**config.mk**
```make
export PLATFORM = sky130hd
export DESIGN_NAME = branch_resolve_unit
export DESIGN_NICKNAME = d
export VERILOG_FILES = /design/src/rtl/branch_pkg.sv /design/src/rtl/branch_resolve_unit_bht.sv /design/src/rtl/branch_resolve_unit.sv
export SDC_FILE = /design/constraint.sdc
export NUM_CORES = 1
export LEC_CHECK = 0
export CAP_MARGIN = 25
export CORE_ASPECT_RATIO = 1.5
export CORE_MARGIN = 2
export CORE_UTILIZATION = 54
export DETAILED_ROUTE_END_ITERATION = 8
export MAX_ROUTING_LAYER = met4
export PLACE_DENSITY = 0.87
export SETUP_SLACK_MARGIN = 0.02
export SYNTH_ARGS = -nofsm -noshare
export SYNTH_HDL_FRONTEND = slang
export SYNTH_SLANG_ARGS = --single-unit
```
**constraint.sdc**
```tcl
create_clock -name clk -period 6.65 [get_ports clk]
set_input_delay 0.665 -clock clk [delete_from_list [all_inputs] [get_ports clk]]
set_output_delay 0.665 -clock clk [all_outputs]
set_load 0.01 [all_outputs]
```
**src/rtl/branch_pkg.sv**
```systemverilog
// Shared definitions for branch resolution: opcodes, 2-bit BHT counter states,
// condition evaluation and the saturating counter step.
package branch_pkg;

  localparam int unsigned OP_BZ   = 15;
  localparam int unsigned OP_BNZ  = 16;
  localparam int unsigned OP_BLTZ = 17;
  localparam int unsigned OP_BGTZ = 18;
  localparam int unsigned OP_BLEZ = 19;
  localparam int unsigned OP_BGEZ = 20;
  localparam int unsigned OP_B    = 21;

  typedef enum logic [1:0] {
    CTR_SNT = 2'b00,
    CTR_WNT = 2'b01,
    CTR_WT  = 2'b10,
    CTR_ST  = 2'b11
  } ctr_t;

  function automatic logic is_branch(input int unsigned op);
    return (op >= OP_BZ) && (op <= OP_B);
  endfunction

  function automatic logic cond_taken(input int unsigned op, input logic zero, input logic neg);
    logic t;
    t = 1'b0;
    case (op)
      OP_BZ:   t = zero;
      OP_BNZ:  t = ~zero;
      OP_BLTZ: t = neg;
      OP_BGTZ: t = ~neg & ~zero;
      OP_BLEZ: t = neg | zero;
      OP_BGEZ: t = ~neg;
      OP_B:    t = 1'b1;
      default: t = 1'b0;
    endcase
    return t;
  endfunction

  function automatic ctr_t ctr_next(input ctr_t cur, input logic taken);
    ctr_t n;
    n = cur;
    case (cur)
      CTR_SNT: n = taken ? CTR_WNT : CTR_SNT;
      CTR_WNT: n = taken ? CTR_WT  : CTR_SNT;
      CTR_WT:  n = taken ? CTR_ST  : CTR_WNT;
      CTR_ST:  n = taken ? CTR_ST  : CTR_WT;
      default: n = CTR_WNT;
    endcase
    return n;
  endfunction

endpackage

```
**src/rtl/branch_resolve_unit_bht.sv**
```systemverilog
// Branch history table of 2-bit saturating counters; one async lookup port and one RMW update port.
// Update lands on the clock edge, so a same-cycle lookup of the written entry sees the old counter.
module bht
  import branch_pkg::*;
#(
  parameter int DEPTH = 16,
  parameter int IDX_W = $clog2(DEPTH)
) (
  input  logic             clk,
  input  logic             rst_n,
  input  logic [IDX_W-1:0] rd_idx,
  output logic [1:0]       rd_ctr,
  input  logic             upd_en,
  input  logic [IDX_W-1:0] upd_idx,
  input  logic             upd_taken
);

  ctr_t tbl [DEPTH];
  ctr_t upd_cur;
  ctr_t upd_nxt;

  assign rd_ctr  = tbl[rd_idx];
  assign upd_cur = tbl[upd_idx];
  assign upd_nxt = ctr_next(upd_cur, upd_taken);

  // Every entry restarts weakly not-taken so a fresh table predicts fall-through.
  always_ff @(posedge clk or negedge rst_n) begin
    if (!rst_n) begin
      for (int i = 0; i < DEPTH; i++) begin
        tbl[i] <= CTR_WNT;
      end
    end else if (upd_en) begin
      tbl[upd_idx] <= upd_nxt;
    end
  end

endmodule

```
**src/rtl/branch_resolve_unit.sv**
```systemverilog
// Resolves EX-stage branches: condition, target, mispredict flush, BHT training, miss counter.
// Latency 1 cycle; never stalls, but a request in the cycle after a flush is dropped as wrong-path.
module branch_resolve_unit
  import branch_pkg::*;
#(
  parameter int OP_W      = 6,
  parameter int ADDR_W    = 32,
  parameter int BHT_DEPTH = 16,
  parameter int MISS_W    = 16
) (
  input  logic              clk,
  input  logic              rst_n,
  input  logic              res_valid,
  input  logic [OP_W-1:0]   res_op,
  input  logic              res_zero,
  input  logic              res_neg,
  input  logic [ADDR_W-1:0] res_pc,
  input  logic [ADDR_W-1:0] res_offset,
  input  logic              res_pred_taken,
  input  logic [ADDR_W-1:0] lk_pc,
  output logic              lk_taken,
  output logic              br_valid,
  output logic              br_taken,
  output logic              br_flush,
  output logic [ADDR_W-1:0] br_target,
  output logic [ADDR_W-1:0] br_redirect,
  output logic [MISS_W-1:0] miss_cnt
);

  localparam int IDX_W = $clog2(BHT_DEPTH);

  logic              op_is_br;
  logic              op_is_uncond;
  logic              cond_t;
  logic              accept;
  logic              mispred;
  logic [ADDR_W-1:0] seq_pc;
  logic [ADDR_W-1:0] tgt_pc;
  logic [ADDR_W-1:0] next_pc;
  logic [IDX_W-1:0]  upd_idx;
  logic [IDX_W-1:0]  lk_idx;
  logic [1:0]        lk_ctr;
  logic              unused_lk_bits;

  always_comb begin
    op_is_br     = is_branch(32'(res_op));
    op_is_uncond = (32'(res_op) == OP_B);
    cond_t       = cond_taken(32'(res_op), res_zero, res_neg);
    // br_flush is the registered flush of the previous branch, so this request is wrong-path.
    accept       = res_valid & op_is_br & ~br_flush;
    mispred      = cond_t ^ res_pred_taken;
    seq_pc       = res_pc + ADDR_W'(4);
    tgt_pc       = seq_pc + (res_offset << 2);
    next_pc      = cond_t ? tgt_pc : seq_pc;
  end

  assign upd_idx        = res_pc[IDX_W+1:2];
  assign lk_idx         = lk_pc[IDX_W+1:2];
  assign lk_taken       = lk_ctr[1];
  assign unused_lk_bits = ^{lk_pc[ADDR_W-1:IDX_W+2], lk_pc[1:0], lk_ctr[0]};

  bht #(
    .DEPTH (BHT_DEPTH),
    .IDX_W (IDX_W)
  ) u_bht (
    .clk       (clk),
    .rst_n     (rst_n),
    .rd_idx    (lk_idx),
    .rd_ctr    (lk_ctr),
    .upd_en    (accept & ~op_is_uncond),
    .upd_idx   (upd_idx),
    .upd_taken (cond_t)
  );

  always_ff @(posedge clk or negedge rst_n) begin
    if (!rst_n) begin
      br_valid <= 1'b0;
      br_flush <= 1'b0;
    end else begin
      br_valid <= accept;
      br_flush <= accept & mispred;
    end
  end

  // Result fields hold their last value between resolution pulses.
  always_ff @(posedge clk or negedge rst_n) begin
    if (!rst_n) begin
      br_taken    <= 1'b0;
      br_target   <= '0;
      br_redirect <= '0;
    end else if (accept) begin
      br_taken    <= cond_t;
      br_target   <= tgt_pc;
      br_redirect <= next_pc;
    end
  end

  always_ff @(posedge clk or negedge rst_n) begin
    if (!rst_n) begin
      miss_cnt <= '0;
    end else if (accept && mispred && (miss_cnt != {MISS_W{1'b1}})) begin
      miss_cnt <= miss_cnt + MISS_W'(1);
    end
  end

endmodule

```
# Word-level counts from Yosys, hierarchy flattened
# Cells that the tools add are included.
[word_totals]
register_bits = 115
inputBits = 108
output_inout_bits = 84
word_cells = 75
[classes]
addsub = 3
n_lt_le_gt_ge = 5
n_eq_ne = 11
n_mux = 16
bitwise_logic = 13
n_reduce_logical = 5
[ops]
columns = ["cell", "count"]
rows = [
  ["6-bit by 5-bit equality test with 1-bit output, second input constant", 6],
  ["32-bit by 3-bit adder with 32-bit output, second input constant", 1],
  ["32-bit adder", 1],
  ["32-bit bitwise mux", 1],
  ["32-bit two-way mux", 1],
  ["16-bit by 1-bit adder with 16-bit output, second input constant", 1],
  ["2-bit binary-select mux with 4-bit select", 2],
  ["16-bit inequality test, second input constant", 1],
  ["2-bit two-way mux", 7],
  ["5-bit greater-or-equal comparator, second input constant", 2],
  ["4-bit inverter with 5-bit output", 2],
  ["2-bit demux with 4-bit select", 1],
  ["2-bit case mux with 4 select lines", 1],
  ["1-bit case mux with 7 select lines", 1],
  ["6-bit by 4-bit equality test with 1-bit output, second input constant", 1],
  ["6-bit by 4-bit greater-or-equal comparator with 1-bit output, second input constant", 1],
  ["6-bit by 5-bit less-or-equal comparator with 1-bit output, second input constant", 1],
  ["1-bit AND", 5],
  ["5-bit by 1-bit < comparator with 1-bit output, second input constant", 1],
  ["2-bit equality test, second input constant", 2],
  ["1-bit logical AND", 4],
  ["1-bit inverter", 4],
  ["2-bit by 1-bit equality test with 1-bit output, second input constant", 1],
  ["2-bit zero test", 1],
  ["3 further kinds", 4],
]

# Longest topological paths before layout
[logic_depth]
word_depth = 7
mapped_depth = 17
ltp_nobuf = 15

# Hierarchy
# Synthesis repeated with hierarchy kept, for this count alone.
[unflattened]
cells_unflattened = 781
hier_area_um2 = 7459.7
[modules_own_cells]
columns = ["mod", "n_inst", "cells_each", "area_each_um2", "seq_area_each_um2"]
rows = [
  ["branch_resolve_unit", 1, 647, 5619.1, 2026.9],
  ["bht", 1, 134, 1840.5, 820.8],
]

# Worst setup path after synthesis
# Ideal clock, no wire load.
[synth_timing]
path_kind = "input -> register"
start = "in res_pc[3]"
end = "reg br_redirect[30]"
setup_time_ps = 126
arrival_time_ps = 3741
t_required_ps = 6524
slack_ps = 2783
path_stages = 17
path_buffers = 3
path_cell_list = "buf_2 > nand3_1 > nor2_1 > and3_1 > clkbuf_1 > and4_1 > xor2_1 > ha_1 > clkbuf_1 > a21o_1 > a21o_1 > a311o_1 > a21o_1 > a21oi_1 > o31ai_2 > xnor2_1 > a21oi_1"
[synth_via]
elab_chain_len = 3
[synth_rtl]
columns = ["element", "line_no", "source"]
rows = [
  ["from (decl)", "branch_resolve_unit.sv:17", "input logic [ADDR_W-1:0] res_pc,"],
  ["32-bit by 3-bit adder with 32-bit output *", "branch_resolve_unit.sv:52", "seq_pc = res_pc + ADDR_W'(4);"],
  ["32-bit adder", "branch_resolve_unit.sv:53", "tgt_pc = seq_pc + (res_offset << 2);"],
  ["32-bit two-way mux *", "branch_resolve_unit.sv:54", "next_pc = cond_t ? tgt_pc : seq_pc;"],
  ["to (signal assigned)", "branch_resolve_unit.sv:94", "br_redirect <= next_pc;"],
  ["to (decl)", "branch_resolve_unit.sv:26", "output logic [ADDR_W-1:0] br_redirect,"],
]
# Mark *: on every way between the ends. The rest lies on a longest branch, timed or not.
# A chain may end at the register's enable or synchronous reset.

# Final worst setup path
[layout_timing]
start = "in res_pc[3]"
end = "reg br_redirect[31]"
# The elaborated chain is that of the path after synthesis.

==> impl_metrics.py <==
metrics = {
    "job": {
        "cap_violations": 0,
    },
    "placement": {
        "gp_congestion": 0.977,
        "portBuffers": 161,
        "dp_cells": 1064,
        "dp_hpwl_um": 15200,
    },
    "clock_tree": {
        "tritoncts": "done",
        "cts_resized": 0,
        "hold_buffers": 0,
        "clk_pin_slew_worst_paths_ps": 60,
        "insertion_delay_ps": 420,
        "max-clock-path-buffers": 2,
        "cts-buffers-inserted": 17,
        "htreeDepth": 4,
        "ctsRootBufferMaster": "clkbuf_16",
        "cts.sinks": 113,
        "cts_setup_buffers": 0,
    },
    "critical_path": {
        "cpMaxStageDelayCell": "clkdlybuf4s50_1",
        "arrival_ps": 5310,
        "worst_path_most_repeated_cell": "and3_1",
        "startpoint": "res_pc[3]",
        "cp-end-kind": "register",
        "cp_max_fo": 12,
        "crit_chain": "clkdlybuf4s50_1 -> ha_1 -> nand2_1 -> nor2_1 -> nand3_1 -> xnor2_1 -> ha_1 -> and3_1 -> and3_1 -> a32oi_2 -> o31ai_1 -> a221oi_2 -> xnor2_1 -> and3_1 -> o31ai_1",
        "max_stage_delay_ps": 860,
        "cp.required_ps": 6970,
        "crit_type": "primary input to register",
        "cp-start-kind": "primary input",
        "r2r_start": "br_flush$_DFF_PN0_",
    },
    "sta": {
        "finalHoldViolCount": 0,
        "worstMarginPinSlew_ps": 857,
        "slew_headroom": 0.429,
        "rsz0062_at_grt": "false",
        "fmax_mhz": 200,
        "drv_slew": 0,
        "setup_violations": 0,
        "fin_skew_ps": 7.76,
        "setup_tns_ps": 0,
        "min_period_ps": 4990,
        "timing.final.crit_share": 0.750,
    },
    "synthesis": {
        "synth_seq_cells": 113,
        "ys_seq_area_frac": 0.389,
        "postSynthCellCount": 774,
        "synth_edf_count": 0,
        "avgSynthCellArea_um2": 9.46,
        "syn_nets": 923,
        "netlist_area_um2": 7320,
        "yosysWarnings": 0,
        "ys.flop_type": "dfrtp_1",
        "ys_types": 57,
        "synthArstFlopShare": 1.00,
    },
    "floorplanning": {
        "die_h_um": 147,
        "row_count": 52,
        "start_util": 0.546,
        "core_um2": 13400,
        "io_pins": 192,
        "dieWidth_um": 99.1,
        "die_area_um2": 14500,
    },
    "finish": {
        "multiInputGateArea_um2": 4280,
        "syn_to_final_growth_pct": 31.4,
        "fin_cells": 1096,
        "fill_cells": 1002,
        "drive_gt1_frac": 0.125,
        "diodes": 0,
        "seqCellArea_um2": 2850,
        "final_nets": 1070,
    },
    "pwr": {
        "vdd_drop_max_uv": 137,
        "power_density_nw_per_um2": 265,
        "total_power_mw": 2.55,
        "p_leak_nw": 4.21,
    },
    "detailed_routing": {
        "routed_wl_um": 20500,
        "viasPerCell": 5.88,
        "ant_nets": 0,
        "post_drt_wl_per_cell_um": 18.7,
        "vias": 6447,
        "drc": 0,
        "drt-initial-drc-count": 247,
        "drtPass1Iterations": 7,
    },
    "worst_hold_path": {
        "hp-class": "primary input to asynchronous set/reset pin",
    },
    "outcome": {
        "status": "finished, final reports clean",
    },
    "global_route": {
        "overflow": 0,
        "antenna_found_initial": 0,
        "grt.total_usage": 0.300,
        "grt_max_degree": 87,
        "grt_pass1_wl_um": 33400,
        "grt_pass1_vias": 6728,
    },
}
## layer usage
layer	GRT usage	routed length [um]	part of all wire
met5	-	0	0
met4	0.156	866	0.042
met3	0.0546	1100	0.054
met2	0.517	11100	0.54
met1	0.324	7450	0.36
## cell usage in the layout, fill, tap and decap left out, types with 29 or more instances in the layout
cell and n:
dfrtp_1 97, nand2_1 127, nor2_1 64, a21oi_1 43, xnor2_1 43, clkdlybuf4s50_1 160, o21ai_0 42, ha_1 40
mux2_2 35, xor2_1 29
## through the flow
| step | utilization | setup slack, ps | hold WS [ps] | instance area, um^2 |
|---|---|---|---|---|
| CTS | 0.718 | 1760 | 297 | 9630 |
| finish | 0.718 | 1660 | 266 | 9630 |
| detailed placement | 0.673 | 1370 | 462 | 9010 |
| global placement | 0.673 | 1420 | 459 | 9010 |
| global route | 0.718 | 1390 | 324 | 9630 |
| floorplan | - | 2780 | 369 | 7320 |
## cell families after synthesis
group / count (synthesis) / synth area share
mux: 56 / 0.108
xor+xnor: 72 / 0.0861
compound gates: 159 / 0.141
simple gates: 283 / 0.174
fa+ha+maj: 43 / 0.0741
flops: 113 / 0.389
buf+inv: 48 / 0.0275
## sequential cells by signal, indices dropped and copies added, names as in the netlist
| name | count |
|---|---|
| br_flush | 1 |
| br_redirect | 30 |
| br_taken | 1 |
| br_target | 32 |
| br_valid | 1 |
| miss_cnt | 16 |
| u_bht.tbl | 32 |
## final timing paths
check	end	slack, ps	depth (start not counted)
hold / removal	miss_cnt[8]$_DFFE_PN0P_	270	1
hold reg to reg	br_target[5]$_DFFE_PN0P_	480	2
setup / recovery	br_redirect[31]$_DFFE_PN0P_	1660	15
setup reg to reg	br_redirect[26]$_DFFE_PN0P_	3820	7
min in group clk	br_target[5]$_DFFE_PN0P_	480	2
max in group asynchronous	br_redirect[13]$_DFFE_PN0P_	5110	2
## power breakdown
group / total (mW) / internal, mW / leakage, nW / switching [mW]
clock: 0.940 / 0.593 / 0.291 / 0.347
sequential: 0.876 / 0.803 / 1.40 / 0.0722
combinational: 0.734 / 0.379 / 2.52 / 0.356
total: 2.55 / 1.78 / 4.21 / 0.775
## synthesized netlist by cell type (all sizes together) (15+ instances only)
cell,count,area share
nand2,127,0.065
dfrtp,97,0.33
nor2,64,0.033
a21o,19,0.019
ha,40,0.068
o21ai,44,0.030
mux4,15,0.046
a21oi,43,0.029
xnor2,43,0.051
xor2,29,0.035
nand4,18,0.015
nand3,20,0.014
dfstp,16,0.057
mux2,35,0.054
clkbuf,26,0.013
## worst max-delay path, delay by kind of cell
family          cells  cell delay [ps]
simple gates        6             1410
compound gates      4             1210
buf+inv             1              860
fa+ha+maj           2              770
xor+xnor            2              390
## area by class of cell
cell class / count / share of cell area
sequential: 113 / 0.296
clock inverter: 15 / 0.0194
inverter: 11 / 0.00429
multi-input combinational: 613 / 0.445
timing repair buffer: 165 / 0.170
clock buffer: 17 / 0.0442
tap: 162 / 0.0211
(Power assumes the default switching activity.)
==> RTL edit: new RTL, config.mk and constraints unchanged <==
Remove the register `br_valid`: a continuous assignment takes its place, so the output `br_valid` follows one clock earlier.
--- a/src/rtl/branch_resolve_unit.sv
+++ b/src/rtl/branch_resolve_unit.sv
@@ -74,13 +74,13 @@
 
   always_ff @(posedge clk or negedge rst_n) begin
     if (!rst_n) begin
-      br_valid <= 1'b0;
       br_flush <= 1'b0;
     end else begin
-      br_valid <= accept;
       br_flush <= accept & mispred;
     end
   end
+
+  assign br_valid = accept;
 
   // Result fields hold their last value between resolution pulses.
   always_ff @(posedge clk or negedge rst_n) begin
Formal check against the unedited RTL: not equivalent (Yosys sat finds a counterexample within 4 cycles, from zero or initial values and one cycle with rst_n low).
==> RTL edit against the unedited design <==
Utilization down 2.2 points; sequential cell count shrank 1; routed wire length decreased by 2.5%; sequential power down 0.7%; area after synthesis down 0.34%; cell area decreased by 3.5%; sequential share of layout area grew 0.81 points; worst setup slack improved by 160 ps; register-to-register slack worse by 160 ps; count of clock-buffer cells in the layout decreased by 7; total power decreased by 17%; non-clock buffer count is 2 higher; hold slack improved by 55 ps; via count is 0.59% lower.
==> RTL edit: results <==
export IMPL_outcome="finished clean"
export IMPL_synth_area_leaders="dfrtp_1 (33%), ha_1 (6.9%), nand2_1 (6.5%)"
export IMPL_vias=6409
export IMPL_ir_worst_vdd_uv=164
export IMPL_ys_top_cells_by_count="nand2_1 (127), dfrtp_1 (96), nor2_1 (64)"
export IMPL_synth_xor_area_share_pct=8.64
export IMPL_p_clk_share_pct=24.5
export IMPL_path_clk_slew_ps=80
export IMPL_ff_latch_area_sq_mm=0.00282
export IMPL_wl_met2_microns=10700
export IMPL_p_int_mw=1.44
export IMPL_relSlewSlack_pct=43.4
export IMPL_critPathMaxFanout=13
export IMPL_m1WireLength_microns=7400
export IMPL_grt_max_degree=68
export IMPL_powerClk_mw=0.521
export IMPL_highest_layer="met4"
export IMPL_drt_first_pass_iters=5
export IMPL_clkbuf_count=10
export IMPL_utilization_pct=69.6
export IMPL_cpPeakStageDelay_ps=790
export IMPL_pre_cts_ws_ps=1610
export IMPL_first_iter_violations=254
export IMPL_synth_compound_area_share_pct=14.2
export IMPL_signal_buffers=167
export IMPL_avgRoutedWirePerCell_microns=18.5
export IMPL_htreeDepth=3
export IMPL_dr_wl_met3_microns=849
export IMPL_grt_pass1_vias=6557
export IMPL_timing_hold_ws_ps=322
export IMPL_use_met1_pct=31.6
export IMPL_nMultiInputCombCells=613
export IMPL_num_fill_cells=1029
export IMPL_cp_data_arrival_time_ps=5040
export IMPL_seq_area_frac_synth_pct=38.7
export IMPL_synthAdderAreaFrac_pct=7.44
export IMPL_leakage_nw=4.05
export IMPL_insertion_delay_ps=350
export IMPL_ys_seq_elements=112
export IMPL_cts_buffers=9
export IMPL_grt_pass1_wl_microns=32200
export IMPL_rr_worst_depth=8
export IMPL_dpl_cell_area_sq_mm=0.00900
export IMPL_nets=1063
export IMPL_wirelength_microns=20000
export IMPL_clock_skew_ps=10.8
export IMPL_rr_endpoint="miss_cnt[7]$_DFFE_PN0P_"
export IMPL_p_seq_mw=0.870
export IMPL_ys_types=57
export IMPL_synthMuxAreaShare_pct=10.9
export IMPL_buf_share_pct=17.8
export IMPL_period_share_pct=72.6
export IMPL_r2r_slack_ps=3660
export IMPL_gp_congestion=0.964
export IMPL_track_usage_pct=28.7
export IMPL_dp_hpwl_microns=15200
export IMPL_critPathTopFamily="compound AO/OA/AOI/OAI gates"
export IMPL_clk_share_pct=3.03
export IMPL_syn_nets=922
export IMPL_final_layout_size_suffix_gt1_share_pct=11.1
RTL edit: changes by cell type in the layout (fill, tap and decap cells not counted):
| cell | delta |
|---|---|
| dfrtp_1 | -1 |
| bufinv_16 | -3 |
| clkinv_2 | -2 |
| clkinv_4 | -3 |
| clkbuf_16 | -8 |
| clkinvlp_4 | -1 |
| buf_4 | +2 |
| clkbuf_1 | +1 |
RTL edit: worst max-delay path by stage:
stage	from	endpoint	depth (start not counted)
after floorplan	res_pc[3]	br_redirect[30]$_DFFE_PN0P_	17
after global placement	res_pc[4]	br_redirect[28]$_DFFE_PN0P_	15
after detailed placement	res_pc[4]	br_redirect[28]$_DFFE_PN0P_	15
after CTS	res_pc[4]	br_redirect[31]$_DFFE_PN0P_	15
after global routing	res_pc[4]	br_redirect[31]$_DFFE_PN0P_	15
final	res_pc[4]	br_redirect[28]$_DFFE_PN0P_	15
